<file path="src/rtl/clip_core_pkg.sv">
// Shared types and constants for the two-clip record/play core.
package clip_core_pkg;

  typedef enum logic [1:0] {
    IDLE   = 2'd0,
    PLAY   = 2'd1,
    RECORD = 2'd2
  } state_t;

  localparam int ADDR_WIDTH = 17;
  localparam logic [ADDR_WIDTH-1:0] ADDR_MAX = 17'h1FFFF;

  // System cycles per PDM clock half-period.
  function automatic int half_period(input int sys_mhz, input int samp_mhz);
    return sys_mhz / (2 * samp_mhz);
  endfunction

endpackage

</file>
<file path="src/rtl/pdm_deserializer.sv">
// PDM microphone deserializer: clock divider, MSB-first shift register and
// bit counter producing one WORD_LENGTH-bit word per WORD_LENGTH PDM periods.
import clip_core_pkg::*;

module pdm_deserializer #(
  parameter int WORD_LENGTH = 16,
  parameter int HALF        = 5
) (
  input  logic                   clock_i,
  input  logic                   reset_i,
  input  logic                   enable_i,
  input  logic                   pdm_data_i,
  output logic                   pdm_clk_o,
  output logic                   done_o,
  output logic [WORD_LENGTH-1:0] data_o
);

  localparam int DIV_W = (HALF > 1) ? $clog2(HALF) : 1;
  localparam int CNT_W = $clog2(WORD_LENGTH + 1);
  localparam logic [DIV_W-1:0] DIV_LAST = DIV_W'(HALF - 1);
  localparam logic [CNT_W-1:0] CNT_FULL = CNT_W'(WORD_LENGTH);

  logic [DIV_W-1:0]       div_q, div_d;
  logic                   pdm_clk_q, pdm_clk_d;
  logic [CNT_W-1:0]       bit_cnt_q, bit_cnt_d;
  logic [WORD_LENGTH-1:0] shift_q, shift_d;
  logic [WORD_LENGTH-1:0] data_q, data_d;
  logic                   done_q, done_d;

  // Samples are taken on the rising toggle; a full word is handed over on the
  // following falling toggle, so the word boundary lands on a PDM period edge.
  always_comb begin
    div_d     = div_q;
    pdm_clk_d = pdm_clk_q;
    bit_cnt_d = bit_cnt_q;
    shift_d   = shift_q;
    data_d    = data_q;
    done_d    = 1'b0;
    if (!enable_i) begin
      div_d     = '0;
      pdm_clk_d = 1'b0;
      bit_cnt_d = '0;
    end else if (div_q == DIV_LAST) begin
      div_d     = '0;
      pdm_clk_d = ~pdm_clk_q;
      if (!pdm_clk_q) begin
        shift_d   = {shift_q[WORD_LENGTH-2:0], pdm_data_i};
        bit_cnt_d = bit_cnt_q + 1'b1;
      end else if (bit_cnt_q == CNT_FULL) begin
        data_d    = shift_q;
        done_d    = 1'b1;
        bit_cnt_d = '0;
      end
    end else begin
      div_d = div_q + 1'b1;
    end
  end

  always_ff @(posedge clock_i or negedge reset_i) begin
    if (!reset_i) begin
      div_q     <= '0;
      pdm_clk_q <= 1'b0;
      bit_cnt_q <= '0;
      shift_q   <= '0;
      data_q    <= '0;
      done_q    <= 1'b0;
    end else begin
      div_q     <= div_d;
      pdm_clk_q <= pdm_clk_d;
      bit_cnt_q <= bit_cnt_d;
      shift_q   <= shift_d;
      data_q    <= data_d;
      done_q    <= done_d;
    end
  end

  assign pdm_clk_o = pdm_clk_q;
  assign done_o    = done_q;
  assign data_o    = data_q;

endmodule

</file>
<file path="src/rtl/clip_record_play_core.sv">
// Record/play controller for the two-clip recorder: command FSM, shared
// block-RAM address counter and the PDM microphone deserializer.
import clip_core_pkg::*;

module clip_record_play_core #(
  parameter int WORD_LENGTH        = 16,
  parameter int SYSTEM_FREQUENCY   = 100,
  parameter int SAMPLING_FREQUENCY = 10
) (
  input  logic                   clock_i,
  input  logic                   reset_i,
  input  logic                   play_command_i,
  input  logic                   record_command_i,
  input  logic                   play_clip_select_i,
  input  logic                   record_clip_select_i,
  input  logic                   timer_done_i,
  input  logic                   serializer_done_i,
  input  logic                   pdm_data_i,
  output logic                   pdm_clk_o,
  output logic                   playing_o,
  output logic                   recording_o,
  output logic [3:0]             play_clip_o,
  output logic [3:0]             record_clip_o,
  output logic                   timer_enable_o,
  output logic                   serializer_enable_o,
  output logic                   deserializer_done_o,
  output logic [WORD_LENGTH-1:0] deserializer_data_o,
  output logic                   memory_rw_o,
  output logic                   memory_0_enable_o,
  output logic                   memory_1_enable_o,
  output logic [ADDR_WIDTH-1:0]  memory_address_o
);

  localparam int HALF = half_period(SYSTEM_FREQUENCY, SAMPLING_FREQUENCY);

  state_t                  state_q, state_d;
  logic                    play_prev_q, record_prev_q;
  logic                    play_edge, record_edge;
  logic                    play_clip_q, play_clip_d;
  logic                    record_clip_q, record_clip_d;
  logic                    playing_q, playing_d;
  logic                    recording_q, recording_d;
  logic                    timer_en_q, timer_en_d;
  logic                    ser_en_q, ser_en_d;
  logic                    mem0_en_q, mem0_en_d;
  logic                    mem1_en_q, mem1_en_d;
  logic [ADDR_WIDTH-1:0]   address_q, address_d;
  logic                    advance;
  logic                    deser_done;
  logic [WORD_LENGTH-1:0]  deser_data;
  logic                    deser_pdm_clk;

  assign play_edge   = play_command_i & ~play_prev_q;
  assign record_edge = record_command_i & ~record_prev_q;

  // Clip selects follow the inputs only while idle, which also latches them
  // on the edge that leaves IDLE.
  always_comb begin
    state_d       = state_q;
    play_clip_d   = play_clip_q;
    record_clip_d = record_clip_q;
    case (state_q)
      IDLE: begin
        play_clip_d   = play_clip_select_i;
        record_clip_d = record_clip_select_i;
        if (record_edge)    state_d = RECORD;
        else if (play_edge) state_d = PLAY;
      end
      PLAY, RECORD: begin
        if (timer_done_i) state_d = IDLE;
      end
      default: state_d = IDLE;
    endcase
  end

  always_comb begin
    playing_d   = (state_d == PLAY);
    recording_d = (state_d == RECORD);
    timer_en_d  = (state_d == PLAY) || (state_d == RECORD);
    ser_en_d    = (state_d == PLAY);
    mem0_en_d   = ((state_d == PLAY)   && !play_clip_d) ||
                  ((state_d == RECORD) && !record_clip_d);
    mem1_en_d   = ((state_d == PLAY)   &&  play_clip_d) ||
                  ((state_d == RECORD) &&  record_clip_d);
  end

  // Clear has priority over a coincident done pulse.
  always_comb begin
    advance = ((state_q == PLAY)   && serializer_done_i) ||
              ((state_q == RECORD) && deser_done);
    if ((state_q == IDLE) || timer_done_i) begin
      address_d = '0;
    end else if (advance) begin
      address_d = (address_q == ADDR_MAX) ? '0 : address_q + 1'b1;
    end else begin
      address_d = address_q;
    end
  end

  always_ff @(posedge clock_i or negedge reset_i) begin
    if (!reset_i) begin
      state_q       <= IDLE;
      play_prev_q   <= 1'b0;
      record_prev_q <= 1'b0;
      play_clip_q   <= 1'b0;
      record_clip_q <= 1'b0;
      playing_q     <= 1'b0;
      recording_q   <= 1'b0;
      timer_en_q    <= 1'b0;
      ser_en_q      <= 1'b0;
      mem0_en_q     <= 1'b0;
      mem1_en_q     <= 1'b0;
      address_q     <= '0;
    end else begin
      state_q       <= state_d;
      play_prev_q   <= play_command_i;
      record_prev_q <= record_command_i;
      play_clip_q   <= play_clip_d;
      record_clip_q <= record_clip_d;
      playing_q     <= playing_d;
      recording_q   <= recording_d;
      timer_en_q    <= timer_en_d;
      ser_en_q      <= ser_en_d;
      mem0_en_q     <= mem0_en_d;
      mem1_en_q     <= mem1_en_d;
      address_q     <= address_d;
    end
  end

  pdm_deserializer #(
    .WORD_LENGTH (WORD_LENGTH),
    .HALF        (HALF)
  ) u_deser (
    .clock_i    (clock_i),
    .reset_i    (reset_i),
    .enable_i   (recording_q),
    .pdm_data_i (pdm_data_i),
    .pdm_clk_o  (deser_pdm_clk),
    .done_o     (deser_done),
    .data_o     (deser_data)
  );

  assign pdm_clk_o           = deser_pdm_clk;
  assign deserializer_done_o = deser_done;
  assign deserializer_data_o = deser_data;
  // The write happens only in the cycle a completed word is presented.
  assign memory_rw_o         = recording_q & deser_done;
  assign playing_o           = playing_q;
  assign recording_o         = recording_q;
  assign timer_enable_o      = timer_en_q;
  assign serializer_enable_o = ser_en_q;
  assign memory_0_enable_o   = mem0_en_q;
  assign memory_1_enable_o   = mem1_en_q;
  assign memory_address_o    = address_q;
  assign play_clip_o         = {3'b000, play_clip_q};
  assign record_clip_o       = {3'b000, record_clip_q};

endmodule

</file>
<file path="config.mk">
export PLATFORM = sky130hd
export DESIGN_NAME = clip_record_play_core
export DESIGN_NICKNAME = d
export VERILOG_FILES = /design/src/rtl/clip_core_pkg.sv /design/src/rtl/pdm_deserializer.sv /design/src/rtl/clip_record_play_core.sv
export SDC_FILE = /design/constraint.sdc
export NUM_CORES = 1
export LEC_CHECK = 0
export ABC_AREA = 0
export BUFFER_PORTS_ARGS = -buffer_cell sky130_fd_sc_hd__buf_4
export CORE_MARGIN = 2
export CORE_UTILIZATION = 57
export CTS_BUF_LIST = sky130_fd_sc_hd__clkbuf_4 sky130_fd_sc_hd__clkbuf_8
export CTS_CLUSTER_DIAMETER = 40
export DETAILED_ROUTE_END_ITERATION = 12
export PLACE_DENSITY_LB_ADDON = 0.1
export SYNTH_ARGS = -nofsm -noshare
export SYNTH_HDL_FRONTEND = slang
export SYNTH_SLANG_ARGS = --single-unit
export TNS_END_PERCENT = 5
</file>
<file path="constraint.sdc">
create_clock -name clock_i -period 2.44 [get_ports clock_i]
set_input_delay 0.244 -clock clock_i [delete_from_list [all_inputs] [get_ports clock_i]]
set_output_delay 0.244 -clock clock_i [all_outputs]
set_load 0.03 [all_outputs]
</file>
==> metrics list, run 1 <==
- # diodes: 0
- In this run the worst path has a maximum fanout of 6.
* Worst setup path start: memory_address_o[0]
* Routed WL: 5950 um
* PD cells: 701.1 nW/um^2
* Maximum vdd drop: roughly 0.00047 V
- Summed over all nets, the switching power comes to 0.0008611 W.
- First-pass GRT wire length: 10090 um
- The floorplan has 27 rows.
- In the final layout, the multi-input gates occupy 1369 sq um.
- Final total power: 0.002700 W
- Count of pins on the block boundary: 59
* Yosys warns: 0
* CTS tree: built
- Horizontal extent of the die: 79.56 um
- Setup Buffers After CTS: 0
- In this run the tool buffered the top-level ports with 52 buffer cells.
* Post-layout nets: 353
* Setup repair after global routing missed its margin: no
- The count of endpoints failing hold in the final timing report came to 0.
- For this block, the via count after detailed routing is around 2300.
* Cts hold-fix bufs: 0
* Final total negative setup slack: 0 ps
- Standard cell with the maximum stage delay on the critical path: dfrtp_1
- After the flow finishes, the layout carries non-filler instances totaling 408.
* Routability cong.: 0.8553
* Count of pins over their slew limit: 0
- For this design, the sink count on the clock tree is 70.
- Sequential cell area in the final layout: 1752 sq um
- Filler Cell Count: 424
- For this configuration, the core starts out at a cell density of 59.10%.
* Slew headroom: ~43%
- Largest net degree at the start of global routing: 71
- Final period demand of the worst path: 2204 ps
- For this block, the initial DRC count from the detailed router was 163.
- After detailed routing, the number of vias per cell comes to roughly 5.5.
- In this run, flip-flops and latches consume 48.0% of the power.
- The critical path is of the reg -> reg type.
* Average detailed-routed wire length per instance: 14.58 um
- The die is approximately 80 um tall.
- Top cell family by delay on the critical path: simple AND/OR/NAND/NOR gates
* Worst-case setup slack after placement: about 140 ps
* Least-Margin Pin Slew: 849.7 ps
- After technology mapping, the gate count stands at 276.
- Together, buffers and inverters on the worst path number 0.
- Launching element type of the critical path: flip-flop
- Cell Int Power: around 0.0018 W
- The floorplan step defined a die boundary enclosing 6330 sq um.
- After clock tree synthesis, the clock-pin slew on the worst setup and hold paths is 70 ps.
- Power share of the clock group: 29.5%
- Number of global-route vias before repair: approximately 2200
- The later pin in the worst-skew pair is clocked with a latency of 340 ps.
- Total instance count after detailed placement: 393
- Share of the synthesized area in the top cell type: 53.83%
- For this design the static power due to leakage is 1.941 nW.
- Among all flip-flop cells after synthesis, the most frequent one is dfrtp_1.
- Data arrival time of the worst path: 2430 ps
- Detailed-route DRC error count: 0
- Most repeated library cell on the critical path: ha_1
- The flow ran to the end, and the final reports show no timing, DRC or antenna violations.
* Total CTS buffers: 9
- Class of the tightest hold or removal check: in -> async
- Gate power share: 22.5%
* Most common cell after layout, fill and taps aside: dfrtp_1
- The post-route netlist has a little under two fifths of its cells at a drive strength greater than 1.
- Max-cap viol count: 0
- Number of flops mapped to enable cells by yosys: 0
- The clock tree synthesis step divided the H-tree into 3 levels.
- The tree is rooted in a clkbuf_8.
* Core occupancy in the finished layout: 69.94%
- Distinct cell type count of the synthesized netlist: 50
- The mapped netlist covers roughly 3300 sq um.
- Overflow left after global routing: 0
* Synth area leaders: dfrtp_1 (54%), mux2_2 (12%), ha_1 (4.6%), nand2_1 (2.4%), o21ai_0 (2.3%)
* Critical path cell sequence: ha_1, nand4_1, nor3_1, and3_1, ha_1, nor3_2, nand2_1, nor2_1, a221o_2
- The synthesized design spends more area on one cell type than any other, namely dfrtp_1.
- STA classifies the critical path endpoint as a flip-flop.
* Global-route total usage across every layer: 20.62%
* Number of nets with antenna violations after detailed routing: 0
- Final setup slack of the worst path: 236.2 ps
* Start of the worst register-to-register path: memory_address_o[0]
* Syn Area/Cell: roughly 12 sq um
- Required time worst endpoint: roughly 2700 ps
* Commonest cells after routing, fill and taps aside: dfrtp_1 (70), buf_4 (58), mux2_2 (34)
- Delay of the slowest cell on the worst path: 410 ps
- The core region is between 5000 and 6000 sq um.
- Upper clock frequency limit: 0.4538 GHz
* Final Cycle Share: 90.32%
- Worst setup skew after layout: 5.004 ps
- Synthesis inferred 70 register bits.
* Sequential share of the synthesized area: 53.83%
- From synthesis to final layout, the design area changed by 18.34%.
- Switching power share of the total: between 30% and 40%
* DRT Pass-1 Iters: 4
- Share of flip-flops with an asynchronous set or reset after synthesis: 100.0%
- Summed over all nets, the half-perimeter wirelength after detailed placement is 4152 um.
- Number of buffers on the longest clock path: 2
- Post-cts repair resize count: 0
* Number of antenna violations at the first check in global routing: 0
* Count of endpoints failing setup in the final report: 0
==> synth_stat cells, drive strengths merged, types with 5 or more instances <==
library cell / instances
nand3: 5
nand4: 6
nor3: 5
and2: 6
o21ai: 15
inv: 10
buf: 15
ha: 12
nor2: 14
and3: 5
mux2: 34
or3: 5
o31ai: 5
dfrtp: 70
a21oi: 8
nand2: 22
==> worst reg2reg max path: stages, from the launching register on <==
cell and delay (ps):
dfrtp_1 410, ha_1 270, nand4_1 120, nor3_1 250, and3_1 190, ha_1 180, nor3_2 90, nand2_1 180
nor2_1 60, a221o_2 350
==> final cells by class <==
cell class,instances,share of cell area [%]
tap,72,2.339
inverter,10,0.9747
sequential,70,45.48
timing repair buffer,58,11.31
clock buffer,10,3.411
multi-input combinational,183,35.54
clock inverter,5,0.9422
==> metal layers <==
| layer | up-vias | share of wire (%) | GRT usage [%] | wire length (um) |
|---|---|---|---|---|
| met4 | 0 | 0.86 | 6.034 | 51 |
| met3 | 5 | 6.0 | 7.014 | 358 |
| met5 | - | 0 | 0 | 0 |
| li1 | 1086 | - | - | - |
| met1 | 1099 | 43 | 26.16 | 2588 |
| met2 | 68 | 50 | 33.61 | 2951 |
==> final timing paths <==
check / to / slack, ps / depth (start not counted)
max in group asynchronous: memory_address_o[9] / 1880 / 1
setup reg to reg: memory_address_o[10] / 240 / 9
setup / recovery: memory_address_o[10] / 240 / 9
hold reg to reg: u_deser.data_o[15] / 510 / 1
min in group clock_i: play_prev_q / 20 / 1
hold / removal: serializer_enable_o / 20 / 1
==> cell families after synthesis <==
family                     synth area share [%]
other                                    0.1152
DFF                                       53.83
muxes                                     11.76
buffers and inverters                     4.998
AOI/OAI and AO/OA                         9.958
and+or+nand+nor                           14.19
adders and majority gates                 4.613
xor gates and xnor gates                 0.5384
==> metrics by stage <==
step	instance area, sq um	hold WS (ps)
finish	3851	18.88
global placement	3674	360.0
CTS	3841	3.232
floorplan	3273	-51.59
global route	3851	3.525
detailed placement	3674	363.8
==> power groups by stage <==
stage	logic [W]	registers, W	clock network (W)
after floorplan	0.000408	0.00136	0
after global placement	0.000596	0.00132	0
after detailed placement	0.000601	0.00132	0
after CTS	0.000604	0.00130	0.000828
after global routing	0.000674	0.00131	0.000885
final	0.000607	0.00130	0.000797
==> flip-flops by register name, summed over array words and instances, names as in the netlist <==
register             flops
u_deser.shift_q         16
play_prev_q              1
serializer_enable_o      1
recording_o              1
memory_address_o        17
record_prev_q            1
record_clip_q            1
u_deser.data_o          16
timer_enable_o           1
u_deser.bit_cnt_q        5
u_deser.pdm_clk_o        1
play_clip_q              1
memory_1_enable_o        1
state_q                  2
memory_0_enable_o        1
u_deser.done_o           1
u_deser.div_q            3
(Power assumes the default switching activity.)
==> inputs of run 2 (changes only) <==
Settings changed: CORE_ASPECT_RATIO set to 2.
==> run 2 against run 1 <==
  * Sequential share of layout area is essentially flat
  * Highest routed layer unchanged
  * Register-to-register slack got worse by 80 ps
  * Non-clock buffer count is 1 lower
  * The run now ends with hold timing left
  * Clock power up 5.9%
  * Wire length grew 3.1%
  * First-iteration DRC count decreased by 27%
==> metrics list, run 2 (synthesis results as in run 1) <==
* Final HPWL DP: 4247 um
- Among all stages on the critical path, the largest delay is contributed by dfrtp_1.
- Count of endpoints failing setup in the final report: 0
- Summing all multi-input logic gate instances after layout gives 1369 sq um.
* Filler Cell Count: 424
* Delay of the slowest cell on the worst path: 400 ps
- GR Layer Usage met1: 28.18%
- The die is roughly 57 um wide.
- Final total negative setup slack: 0 ps
- Data arrival time of the worst path: 2520 ps
- Maximum vdd drop: 0.0008425 V
- The repair_antennas step left the layout with diodes totalling 0.
- In the layout the commonest cells are dfrtp_1 (70), buf_4 (55), mux2_2 (34).
- CTS Root Cell: clkbuf_8
- Count of buffers inserted at the top-level ports: between 50 and 60
* Launching element type of the critical path: flip-flop
* Number of levels in the clock H-tree: 3
* Required time worst endpoint: 2670 ps
* Flip-flop count of the largest register, all copies and words added: 17
- The die covers 6367 sq um.
- Number of nets with antenna violations after detailed routing: 0
- Worst-case setup slack after placement: 144.8 ps
- Die Span Y: 110.9 um
* Met3 Track Usage GR: under 10%
* Final period demand of the worst path: 2283 ps
- Setup repair after global routing missed its margin: no
- The congestion estimate from routability-driven global placement came to 0.8924.
* Count of pins on the block boundary: between 50 and 60
- Clock-pin slew on the worst setup and hold paths: 70 ps
* Most common cell after layout, fill and taps aside: dfrtp_1
- The run finished, with violations left.
* Class of the tightest hold or removal check: in -> async
- Number of antenna violations at the first check in global routing: 0
* Post-layout nets: 352
- In this design, the critical path's most frequently occurring cell is ha_1.
* Critical path cell sequence: ha_1, nand4_1, nor3_2, and3_1, ha_1, nor3_1, buf_4, nand2_1, nor2_1, a221o_2
* Total core area: 5612 sq um
* Worst hold slack: -0.09315 ps
- The worst pin sits at a relative slew slack of 43.39%.
- Final number of hold-violating endpoints: 2
- The number of global-route vias before repair came to between 2000 and 2500.
- Number of buffers on the longest clock path: 2
- Summing over every cut layer, the via total after detailed routing is 2249.
* Upper clock frequency limit: 0.4380 GHz
- The checks that failed: hold timing.
* Routed WL: 6134 um
- First-pass GRT wire length: 10520 um
- Detailed-route DRC error count: 0
- Rows: 39
- Insertion delay to the later sink of the worst-skew pair: 350 ps
- The layer flagged by global routing as most heavily used is met2.
* Largest net degree at the start of global routing: 71
* Largest driver fanout on the critical path: 6
* DRT Pass-1 Iters: 4
- Dividing the final minimum period by the clock period gives 93.57%.
* Area growth from synthesis to layout: 18.38%
- Across the routed clock network, the largest skew measured is between 5 and 6 ps.
* Sequential cell area in the final layout: approximately 1800 sq um
- In this run, the number of DRC markers left after iteration 0 of detailed routing was 119.
- The tree built by TritonCTS fans out to 70 sinks.
- After detailed routing, the number of vias per cell comes to 5.665.
- Effective utilization at floorplan: between 50% and 60%
- Met2 layer usage reported by global route: 31.44%
- For the pin with the worst max-slew slack, the measured transition is approximately 850 ps.
* Setup Buffers After CTS: 0
* Class of the most critical setup path: reg -> reg
* Total CTS buffers: 9
* Final setup slack of the worst path: ~160 ps
- For this design the ratio of total power to cell area is 716.2 nW/um^2.
- After global routing the overflow that remains totals 0.
- Average detailed-routed wire length per instance: between 15 and 20 um
- Proportion of layout cells with a drive suffix above 1: 36.31%
- Count of pins over their slew limit: 0
* Global-route total usage across every layer: 21.43%
* CTS tree: built
- In this run the static leakage power is around 1.9 nW.
- Across the run, the number of max-cap violations was 0.
- The worst setup path is captured at a flip-flop.
[run 2: repair_timing]
action | in CTS | in global routing
hold buffers | 2 | 0
setup endpoints to repair | 0 | 5
hold endpoints to repair | 2 | 0
gates resized for setup | 0 | 2
[run 2: cell type report]
type | count | share of cell area, %
Sequential cell | 70 | 45.47
Multi-Input combinational cell | 183 | 35.53
Timing Repair Buffer | 57 | 11.24
Clock buffer | 11 | 3.930
Tap cell | 61 | 1.981
Inverter | 10 | 0.9743
Clock inverter | 5 | 0.8769
[run 2: final timing paths]
kind | from | end | slack (ps) | cells past startpoint
min reg2reg | u_deser.shift_q[15] | u_deser.data_o[15] | 510 | 1
min in group clock_i | pdm_data_i | u_deser.shift_q[0] | 130 | 2
max in group asynchronous | reset_i | memory_address_o[7] | 1880 | 1
max reg2reg | memory_address_o[0] | memory_address_o[10] | 160 | 10
max | memory_address_o[0] | memory_address_o[10] | 160 | 10
min | reset_i | u_deser.data_o[4] | -0.09 | 1
[run 2: power breakdown]
group,internal [W],switching (W),total (W)
logic,0.000231,0.000387,0.000617
registers,0.00124,0.0000621,0.00130
clock network,0.000421,0.000422,0.000844
[run 2: stage by stage]
stage / utilization [%] / power (W) / instances / cell area, sq um
3_5_place_dp: 64.82 / 0.001927 / 379 / 3637
6_report: 68.65 / 0.002759 / 397 / 3852
3_3_place_gp: 64.82 / 0.001900 / 379 / 3637
4_1_cts: 68.47 / 0.002791 / 397 / 3842
2_1_floorplan: - / 0.001768 / 281 / 3273
5_1_grt: 68.65 / 0.002923 / 397 / 3852
[run 2: worst max-delay path, delay by kind of cell (launching register included)]
family	cells	cell delay, ps
and+or+nand+nor	6	800
adders and majority gates	2	440
DFF	1	400
AOI/OAI and AO/OA	1	350
buffers and inverters	1	170
[run 2: routing by layer]
| layer | routed length, um | vias to the layer above | share of wire (%) |
|---|---|---|---|
| li1 | - | 1079 | - |
| met1 | 2717 | 1109 | 44 |
| met2 | 2989 | 49 | 49 |
| met3 | 279 | 12 | 4.5 |
| met4 | 147 | 0 | 2.4 |
| met5 | 0 | - | 0 |
==> inputs of run 3 (changes only) <==
Settings changed: RECOVER_POWER set to 25.
==> run 3 against run 2 <==
  * The flow finishes with violations (capacitance limit, slew limit)
  * Maximum frequency down 0.13%
  * Critical path depth unchanged
  * Clock skew hardly changed
  * Cell count unchanged
  * Global-route usage unchanged
  * Register-to-register slack about the same
  * Wire length is 0.23% higher
  * Die area is the same
  * Non-clock buffer count is the same
  * Clock power about the same
  * Setup slack lost 3.0 ps
==> metrics list, run 3 (synthesis results as in run 1) <==
- Least-Margin Pin Slew: about 1700 ps
- On the critical path, the stage with the largest delay is an instance of dfrtp_1.
* Via count of the routed design: 2268
- After legalization and detailed placement, the total HPWL measured about 4200 um.
- Maximum vdd drop: 0.0008422 V
- Floorplan die area: around 6400 sq um
- Once the clock tree was built, the setup fixing pass inserted 0 buffers.
- Commonest cells after routing, fill and taps aside: dfrtp_1 (70), buf_4 (52), mux2_2 (34)
* P_leak: 1.945 nW
* Max-cap viol count: 1
- Global-route total usage across every layer: between 20% and 30%
* Data arrival time of the worst path: about 2500 ps
- By instance count, the cell type seen most on the critical path is ha_1.
* Initial drt markers: between 100 and 150
- Flip-flop count of the largest register, all copies and words added: 17
* Status: complete, but fails checks
- Power spread over the standard cell area amounts to approximately 720 nW/um^2.
* Setup repair after global routing missed its margin: no
- The tightest hold path in the finished design has a slack of 129.7 ps.
- In this run the worst path has a maximum fanout of 6.
- Die Span Y: 110.9 um
- Final period demand of the worst path: 2286 ps
- Number of nets with antenna violations after detailed routing: 0
- Avg Vias per Cell: between 5 and 6
- Routability cong.: roughly 0.9
* Final Cycle Share: 93.69%
* Class of the most critical setup path: reg -> reg
- Horizontal extent of the die: about 57 um
* Count of endpoints failing setup in the final report: 0
- The checks that failed: capacitance limit, slew limit.
- Upper clock frequency limit: 0.4374 GHz
- The repair_antennas step left the layout with diodes totalling 0.
- The routed design has between 6000 and 7000 um of wire.
- In the routed design, unresolved DRC markers number 0.
* Final total negative setup slack: 0 ps
- The number of antenna violations at the first check in global routing was 0.
- In the final routed layout, each cell accounts on average for approximately 15 um.
- DRT Pass-1 Iters: 4
* Required time worst endpoint: 2670 ps
- The count of pins over their slew limit is 71.
- The number of global-route vias before repair was 2299.
* CTS tree: built
- The count of endpoints failing hold in the final timing report is 0.
- Total CTS buffers: 9
- Pin placement for this block handled 59 I/O pins.
- Proportion of layout cells with a drive suffix above 1: 36.31%
- Overflow left after global routing: 0
- Counting every sink on the clock net gives 70.
* Critical path cell sequence: ha_1, nand4_1, nor3_2, and3_1, ha_1, nor3_1, buf_4, nand2_1, nor2_1, a221o_2
- In the final design database the tool counted 352 nets.
* Number of buffers on the longest clock path: 2
- Filler Cell Count: roughly 430
- Effective utilization at floorplan: between 50% and 60%
* Sequential cell area in the final layout: 1752 sq um
- The H-tree was split into 3 levels.
- The floorplan step defined a core boundary enclosing between 5000 and 6000 sq um.
- Type of element capturing the critical path: flip-flop
- After floorplanning, the core was divided into 39 placement rows.
- Input and output buffers added on the ports amount to 52.
- At the later pin of the worst-skew pair, clock insertion delay measures 350 ps.
* Delay of the slowest cell on the worst path: 400 ps
- Class of the tightest hold or removal check: in -> reg
- Worst setup skew after layout: 5.969 ps
- In this run the clock root is driven by a clkbuf_8.
- Headroom to the max-slew limit came out at -10.63%.
- In the final layout, the multi-input gates occupy 1369 sq um.
* Launching element type of the critical path: flip-flop
- Entering global routing, the biggest net connects 71 pins.
- Leaving out fill and tap cells, the most frequent cell in the layout is dfrtp_1.
- Clock-pin slew on the worst setup and hold paths: ~70 ps
* First-pass GRT wire length: 10520 um
* Area growth from synthesis to layout: 18.30%
## run 3: where the power goes
part           leakage (nW)  total (W)  internal [W]  switching (W)
Clock                0.0913   0.000844      0.000421       0.000423
Combinational         0.894   0.000617      0.000230       0.000387
Sequential            0.959    0.00130       0.00124      0.0000621
## run 3: layout make-up
class	instances	share of cell area, %
multi-input combinational	183	35.55
clock buffer	11	3.932
inverter	10	0.9750
clock inverter	5	0.8775
tap	61	1.982
sequential	70	45.50
timing repair buffer	57	11.18
## run 3: critical path, delay by kind of cell (launching register included)
kind,cells,cell delay [ps]
buf+inv,1,170
fa+ha+maj,2,440
flops,1,400
compound gates,1,350
simple gates,6,820
## run 3: worst paths after layout
check,from,slack [ps],cells past startpoint,endpoint
min reg2reg,u_deser.shift_q[15],510,1,u_deser.data_o[15]
max,memory_address_o[0],150,10,memory_address_o[10]
min in group asynchronous,reset_i,320,1,u_deser.data_o[4]
min,pdm_data_i,130,2,u_deser.shift_q[0]
max reg2reg,memory_address_o[0],150,10,memory_address_o[10]
max in group asynchronous,reset_i,1130,1,memory_address_o[7]
## run 3: repair_timing
action / in CTS / in global routing
endpoints found under the hold margin: 2 / 0
hold buffers: 2 / 0
setup endpoints to repair: 0 / 5
resized for setup: 0 / 2
## run 3: routing by layer
metal | share of wire (%) | GRT usage, % | vias up
li1 | - | - | 1081
met1 | 44 | 28.18 | 1120
met2 | 49 | 31.44 | 55
met3 | 4.9 | 6.651 | 12
met4 | 2.4 | 11.16 | 0
met5 | 0 | 0 | -
## run 3: per-stage QoR
step | total power [W] | instance area, sq um | setup WS [ps] | utilization (%) | std cells
after floorplan | 0.001768 | 3273 | 233.6 | - | 281
after global placement | 0.001900 | 3637 | 280.7 | 64.82 | 379
after detailed placement | 0.001927 | 3637 | 144.8 | 64.82 | 379
after CTS | 0.002791 | 3842 | 150.6 | 68.47 | 397
after global routing | 0.002923 | 3850 | 4.420 | 68.61 | 397
final | 0.002759 | 3850 | 153.9 | 68.61 | 397
